==> src/rtl/systolic_ctrl.sv <==
`default_nettype none
// ============================================================================
// Module   : systolic_ctrl
// Purpose  : Sequencer for an N x N output-stationary systolic array. On an
//            accepted start it captures A and B, clears the accumulators for
//            one cycle, then skews A rows into the left edge and B columns
//            into the top edge over 3N-2 cycles, and finally pulses done.
// Ports    : clk       - clock, rising edge
//            rst       - asynchronous active-high reset
//            start     - begin a multiply (honoured in IDLE only)
//            abort     - cancel while clearing/feeding, no done pulse
//            a_mat     - matrix A, row-major, element (i,j) at (i*N+j)*DW
//            b_mat     - matrix B, same layout
//            busy      - high whenever not IDLE
//            done      - one-cycle pulse, accumulators hold A x B
//            acc_rst   - accumulator clear for the array
//            acc_en    - accumulate enable for the array
//            shift_en  - operand shift enable for the array
//            in_left   - row feeds, element i at i*DW
//            in_top    - column feeds, element j at j*DW
// Revision : 1.0 - initial release
// ============================================================================
module systolic_ctrl #(
    parameter int MATRIX_SIZE = 3,
    parameter int DATA_WIDTH  = 8
) (
    input  logic                                        clk,
    input  logic                                        rst,
    input  logic                                        start,
    input  logic                                        abort,
    input  logic [MATRIX_SIZE*MATRIX_SIZE*DATA_WIDTH-1:0] a_mat,
    input  logic [MATRIX_SIZE*MATRIX_SIZE*DATA_WIDTH-1:0] b_mat,
    output logic                                        busy,
    output logic                                        done,
    output logic                                        acc_rst,
    output logic                                        acc_en,
    output logic                                        shift_en,
    output logic [MATRIX_SIZE*DATA_WIDTH-1:0]           in_left,
    output logic [MATRIX_SIZE*DATA_WIDTH-1:0]           in_top
);

    localparam int c_N      = MATRIX_SIZE;
    localparam int c_DW     = DATA_WIDTH;
    localparam int c_T_LAST = 3 * c_N - 3;
    localparam int c_TW     = $clog2(3 * c_N - 1);
    localparam logic [c_TW-1:0] c_T_LAST_V = c_TW'(c_T_LAST);

    typedef enum logic [1:0] {
        S_IDLE  = 2'd0,
        S_CLEAR = 2'd1,
        S_FEED  = 2'd2,
        S_DONE  = 2'd3
    } state_t;

    state_t                        r_state;
    state_t                        w_next;
    logic [c_TW-1:0]               r_t;
    logic [c_N*c_N*c_DW-1:0]       r_a;
    logic [c_N*c_N*c_DW-1:0]       r_b;

    // ------------------------------------------------------------------
    // State register
    // ------------------------------------------------------------------
    always_ff @(posedge clk or posedge rst) begin
        if (rst) begin
            r_state <= S_IDLE;
        end else begin
            r_state <= w_next;
        end
    end

    // ------------------------------------------------------------------
    // Feed counter: only advances while remaining in FEED, so it stops at
    // the last feed step and is zero on entry from CLEAR.
    // ------------------------------------------------------------------
    always_ff @(posedge clk or posedge rst) begin
        if (rst) begin
            r_t <= '0;
        end else if ((r_state == S_FEED) && (w_next == S_FEED)) begin
            r_t <= r_t + 1'b1;
        end else begin
            r_t <= '0;
        end
    end

    // ------------------------------------------------------------------
    // Operand buffers: loaded only on the accepted start, frozen otherwise
    // ------------------------------------------------------------------
    always_ff @(posedge clk or posedge rst) begin
        if (rst) begin
            r_a <= '0;
            r_b <= '0;
        end else if ((r_state == S_IDLE) && start) begin
            r_a <= a_mat;
            r_b <= b_mat;
        end
    end

    // ------------------------------------------------------------------
    // Next-state logic
    // ------------------------------------------------------------------
    always_comb begin
        w_next = r_state;
        case (r_state)
            S_IDLE:  if (start) w_next = S_CLEAR;
            S_CLEAR: w_next = abort ? S_IDLE : S_FEED;
            S_FEED: begin
                if (abort) begin
                    w_next = S_IDLE;
                end else if (r_t == c_T_LAST_V) begin
                    w_next = S_DONE;
                end
            end
            S_DONE:  w_next = S_IDLE;
            default: w_next = S_IDLE;
        endcase
    end

    // ------------------------------------------------------------------
    // Moore outputs
    // ------------------------------------------------------------------
    always_comb begin
        busy     = (r_state != S_IDLE);
        done     = (r_state == S_DONE);
        acc_rst  = (r_state == S_CLEAR);
        acc_en   = (r_state == S_FEED);
        shift_en = (r_state == S_FEED);
    end

    // Skewed feeds: row i carries A[i][k] at step t = i + k, column j
    // carries B[k][j] at step t = k + j; all other slots are zero.
    always_comb begin
        in_left = '0;
        in_top  = '0;
        if (r_state == S_FEED) begin
            for (int i = 0; i < c_N; i++) begin
                for (int k = 0; k < c_N; k++) begin
                    if (int'(r_t) == i + k) begin
                        in_left[i*c_DW +: c_DW] = r_a[(i*c_N+k)*c_DW +: c_DW];
                        in_top[i*c_DW +: c_DW]  = r_b[(k*c_N+i)*c_DW +: c_DW];
                    end
                end
            end
        end
    end

endmodule
`default_nettype wire

==> config.mk <==
export PLATFORM = sky130hd
export DESIGN_NAME = systolic_ctrl
export DESIGN_NICKNAME = d
export VERILOG_FILES = /design/src/rtl/systolic_ctrl.sv
export SDC_FILE = /design/constraint.sdc
export NUM_CORES = 1
export LEC_CHECK = 0
export CAP_MARGIN = 20
export CORE_MARGIN = 10
export CORE_UTILIZATION = 40
export DETAILED_ROUTE_END_ITERATION = 10
export PLACE_DENSITY = 0.7
export SLEW_MARGIN = 20
export SYNTH_ARGS = -nofsm -noshare
export SYNTH_HDL_FRONTEND = slang
export SYNTH_SLANG_ARGS = --single-unit
==> constraint.sdc <==
create_clock -name clk -period 11.2 [get_ports clk]
set_clock_uncertainty 0.2 [all_clocks]
set_input_delay 1.68 -clock clk [delete_from_list [all_inputs] [get_ports clk]]
set_output_delay 1.68 -clock clk [all_outputs]
set_load 0.02 [all_outputs]
# [After elaboration in Yosys (flattened, before gate mapping)]
# Cells that the tools add are included.
[classes] add_sub_neg=1 n_eq_ne=9 n_reduce_logical=5 muxes=26
[op_table] cell="$mux W8" n=18
[op_table] cell="$mux W24" n=2
[op_table] cell="$eq A3 B3 Y1 const B" n=4
[op_table] cell="$mux W2" n=4
[op_table] cell="$pmux W2 S4" n=1
[op_table] cell="$eq A2 B2 Y1 const B" n=3
[op_table] cell="$add A3 B1 Y3 const B" n=1
[op_table] cell="$eq A3 B2 Y1 const B" n=1
[op_table] cell="$logic_not A3 Y1" n=1
[op_table] cell="$mux W3" n=1
[op_table] cell="$eq A2 B1 Y1 const B" n=1
[op_table] cell="$logic_and A1 B1 Y1" n=2
[op_table] cell="$logic_not A2 Y1" n=1
[op_table] cell="$reduce_bool A2 Y1" n=1
[word_totals] ff_bits=149 out_inout_bits=53

# [Longest topological paths before layout]
[depth] depth_word=7 ltp_mapped=8 depth_no_buf=5

# [Worst setup path before layout]
# OpenSTA, ideal clock, no wires.
[synth_timing] kind="reg2out" startpoint="register r_t[2]" endpoint="output port in_left[13]" t_arrival_ps=1845 t_required_ps=9320 setup_slack_ps=7475 path_stages_with_launch=7 path_cell_list="dfrtp_1 > inv_1 > ha_1 > clkbuf_1 > clkbuf_1 > a221oi_1 > nor3_1"
[synth_between] elab_chain_len=5 elab_cells_between_ends=7 classes_between="3 x eq/ne; 4 x mux"
[synth_rtl] element="start, declared" line_no="57" text="logic [c_TW-1:0] r_t;"
[synth_rtl] element="start signal, assigned" line_no="80" text="r_t <= r_t + 1'b1;"
[synth_rtl] element="$eq A3 B2 Y1" line_no="138" text="if (int'(r_t) == i + k) begin"
[synth_rtl] element="$mux W8 (2 in series)" line_no="138"
[synth_rtl] element="$mux W8 (*)" line_no="138"
[synth_rtl] element="$mux W24 (*)" line_no="135" text="if (r_state == S_FEED) begin"
[synth_rtl] element="end, declared" line_no="38" text="output logic [MATRIX_SIZE*DATA_WIDTH-1:0] in_left,"
# Every way passes the cells marked *; elsewhere a longest branch is shown, timed or not.

# [Worst setup path in the final report]
[layout_timing] startpoint="register r_t[2]" endpoint="output port in_left[19]"
[layout_between] elab_chain_len=5 elab_cells_between_ends=7 classes_between="3 x eq/ne; 4 x mux"
[layout_rtl] element="$eq A3 B3 Y1" line_no="138"
[layout_rtl] element="$mux W8 (2 in series)" line_no="138"
[layout_rtl] element="$mux W8 (*)" line_no="138"
[layout_rtl] element="$mux W24 (*)" line_no="135"
# Marks and branches as above.

==> metrics.txt <==
outcome finished, final reports clean; Rel. slew slack 32.0%; worst stage delay on the critical path 760 ps; final setup margin 6030 ps; dominant cells by area after synthesis dfrtp_1 55%, mux2_2 14%, mux2_1 10%, a221oi_1 6.3%, nor3_1 2.4%; antenna-violating nets left 0; post-synthesis cell count 510; IO Count 201; Yosys top cell by area dfrtp_1; TritonCTS clock tree yes; clk buf depth 2; Post-route DRC 0; Vias/cell 5.24; syn avg cell area 13.2 µm²; top_reg_cell synth dfrtp_1; Synth Cell Area 6720 µm²; vias 4847; Hold Worst Slack 282 ps; pwr dens 165 nW/µm²; most frequent cells after synthesis 149 x dfrtp_1, 84 x mux2_2, 60 x mux2_1; final setup vio count 0; max-slew violation count 0; Ys Warns 0; initial antenna violation count 0; Inserted Diodes 0; Final Critical Period 5170 ps; pin count of the biggest net entering global routing 85; Final Wtd Congestion 0.835; Crit-path slowest cell nor3b_4; H-tree levels 4; Site Rows 47; async set-reset flop share out of synthesis 100%; Syn Nets 663; number of synthesized flops with an enable pin 0; worst min path class reg2reg; hold path cells 1; # port buffers 200; static leakage 3.63 nW; core area 16500 µm²; clock sinks 149; Starting Density 40.7%; Routed WL 18900 µm; critical path peak fanout 50; Yosys cell types 27; DR iter-0 viols 183; die area 22400 µm²; count leader, synth dfrtp_1; Final period util 46.1%; max cap viols 0; CTS clock-pin slew for the worst setup and hold paths 60 ps; number of setup buffers added after CTS 0; root buffer cell clkbuf_16; area grow syn2layout 39.4%; total CTS buffers 17; critical path data required time 9320 ps; Yosys reg bits 149; # resized after CTS 0; DIE HEIGHT 150 µm; CP Launch Type register; chip width 150 µm; CP Capture Type output port; DRT Pass-1 Iters 4; crit-path cells inv_1 > ha_2 > nor3b_4 > a221oi_1 > nor2_1 > clkdlybuf4s50_1; path depth of the worst reg2reg path 4; fin nets 848; critical path class reg2out; Worst Tran Pin Value 1020 ps; sequential area share after synthesis 55.5%; first-pass GRT wire length 29800 µm; cts hold-fix bufs 0; Clk Latency, worst-skew pair 410 ps; Final Hold Fails 0; wire per inst 20.5 µm; CP Data Arrival Time 3290 ps; layout cells sized above 1 17.7%; top cell type's share of synthesized area 55.5%; achievable clock frequency 193 MHz; setup TNS 0 ps; worst-case vdd ir drop 0.104 mV; pre-CTS WS 6230 ps; GRT overflow 0; GRT Overall Usage 16.9%; Final HPWL DP 13600 µm; FILL cells 1367; RSZ-0062 raised after global routing no; vias in the first global route 5398
## through the flow
| stage | instance area [µm²] | cells | power [mW] | utilization [%] |
|---|---|---|---|---|
| after floorplan | 6720 | 510 | 0.910 | - |
| after global routing | 9370 | 925 | 1.63 | 56.7 |
| after CTS | 9340 | 924 | 1.56 | 56.5 |
| after detailed placement | 8790 | 895 | 1.03 | 53.2 |
| final | 9370 | 925 | 1.55 | 56.7 |
| after global placement | 8790 | 895 | 1.01 | 53.2 |
## power by group
group / internal, mW / total, mW / switching (mW)
clock network: 0.322 / 0.532 / 0.210
logic: 0.172 / 0.282 / 0.110
registers: 0.665 / 0.735 / 0.0695
## routing by layer
| metal | up-vias | routed length [µm] | track usage (%) |
|---|---|---|---|
| met1 | 2434 | 7850 | 20.6 |
| met5 | - | 0 | 0 |
| met3 | 12 | 1500 | 6.58 |
| met2 | 166 | 9400 | 27.5 |
| met4 | 0 | 172 | 4.42 |
| li1 | 2235 | - | - |
## sequential cells by signal, summed over array words and instances (netlist names)
register and cells:
r_a 72, r_t 3, r_b 72, r_state 2
## worst max-delay path, delay by kind of cell, from the launching register on
family	cells	cell delay (ps)
flops	1	480
simple gates	2	940
compound gates	1	180
fa+ha+maj	1	500
buf+inv	2	750
## kinds of logic after synthesis
kind of cell	Yosys count	share of synthesized area [%]
AOI/OAI and AO/OA	68	7.93
DFF	149	55.5
and+or+nand+nor	96	7.30
adders and majority gates	5	0.931
buffers and inverters	48	4.24
muxes	144	24.1
## cell type report
class | instances | area (µm²) | area share (%)
timing repair buffer | 207 | 2070 | 22.1
clock buffer | 19 | 433 | 4.62
tap | 220 | 275 | 2.94
multi-input combinational | 313 | 2720 | 29.0
inverter | 7 | 31.3 | 0.334
clock inverter | 10 | 111 | 1.19
sequential | 149 | 3730 | 39.8
## final timing paths
| check | from | to | slack [ps] |
|---|---|---|---|
| setup / recovery | r_t[2]$_DFF_PP0_ | in_left[19] | 6030 |
| hold / removal | r_b[65]$_DFFE_PP0P_ | r_b[65]$_DFFE_PP0P_ | 280 |
| setup reg to reg | r_state[0]$_DFF_PP0_ | r_a[16]$_DFFE_PP0P_ | 8490 |
| hold reg to reg | r_b[65]$_DFFE_PP0P_ | r_b[65]$_DFFE_PP0P_ | 280 |
| max in group asynchronous | rst | r_b[12]$_DFFE_PP0P_ | 8080 |
| min in group asynchronous | rst | r_b[65]$_DFFE_PP0P_ | 1530 |
## layout by cell type, fill, tap and decap left out, types with 3 or more instances in the layout
cell and count:
mux2_1 60, nor3_1 32, a221oi_1 48, o21ai_0 16
nor2_1 35, clkinv_2 4, clkdlybuf4s50_1 200, dfrtp_1 149
clkbuf_16 17, mux2_2 84, ha_1 4, buf_4 5
inv_1 6, clkinvlp_4 3, nor2b_1 19
Power figures use the tool's default switching activity.
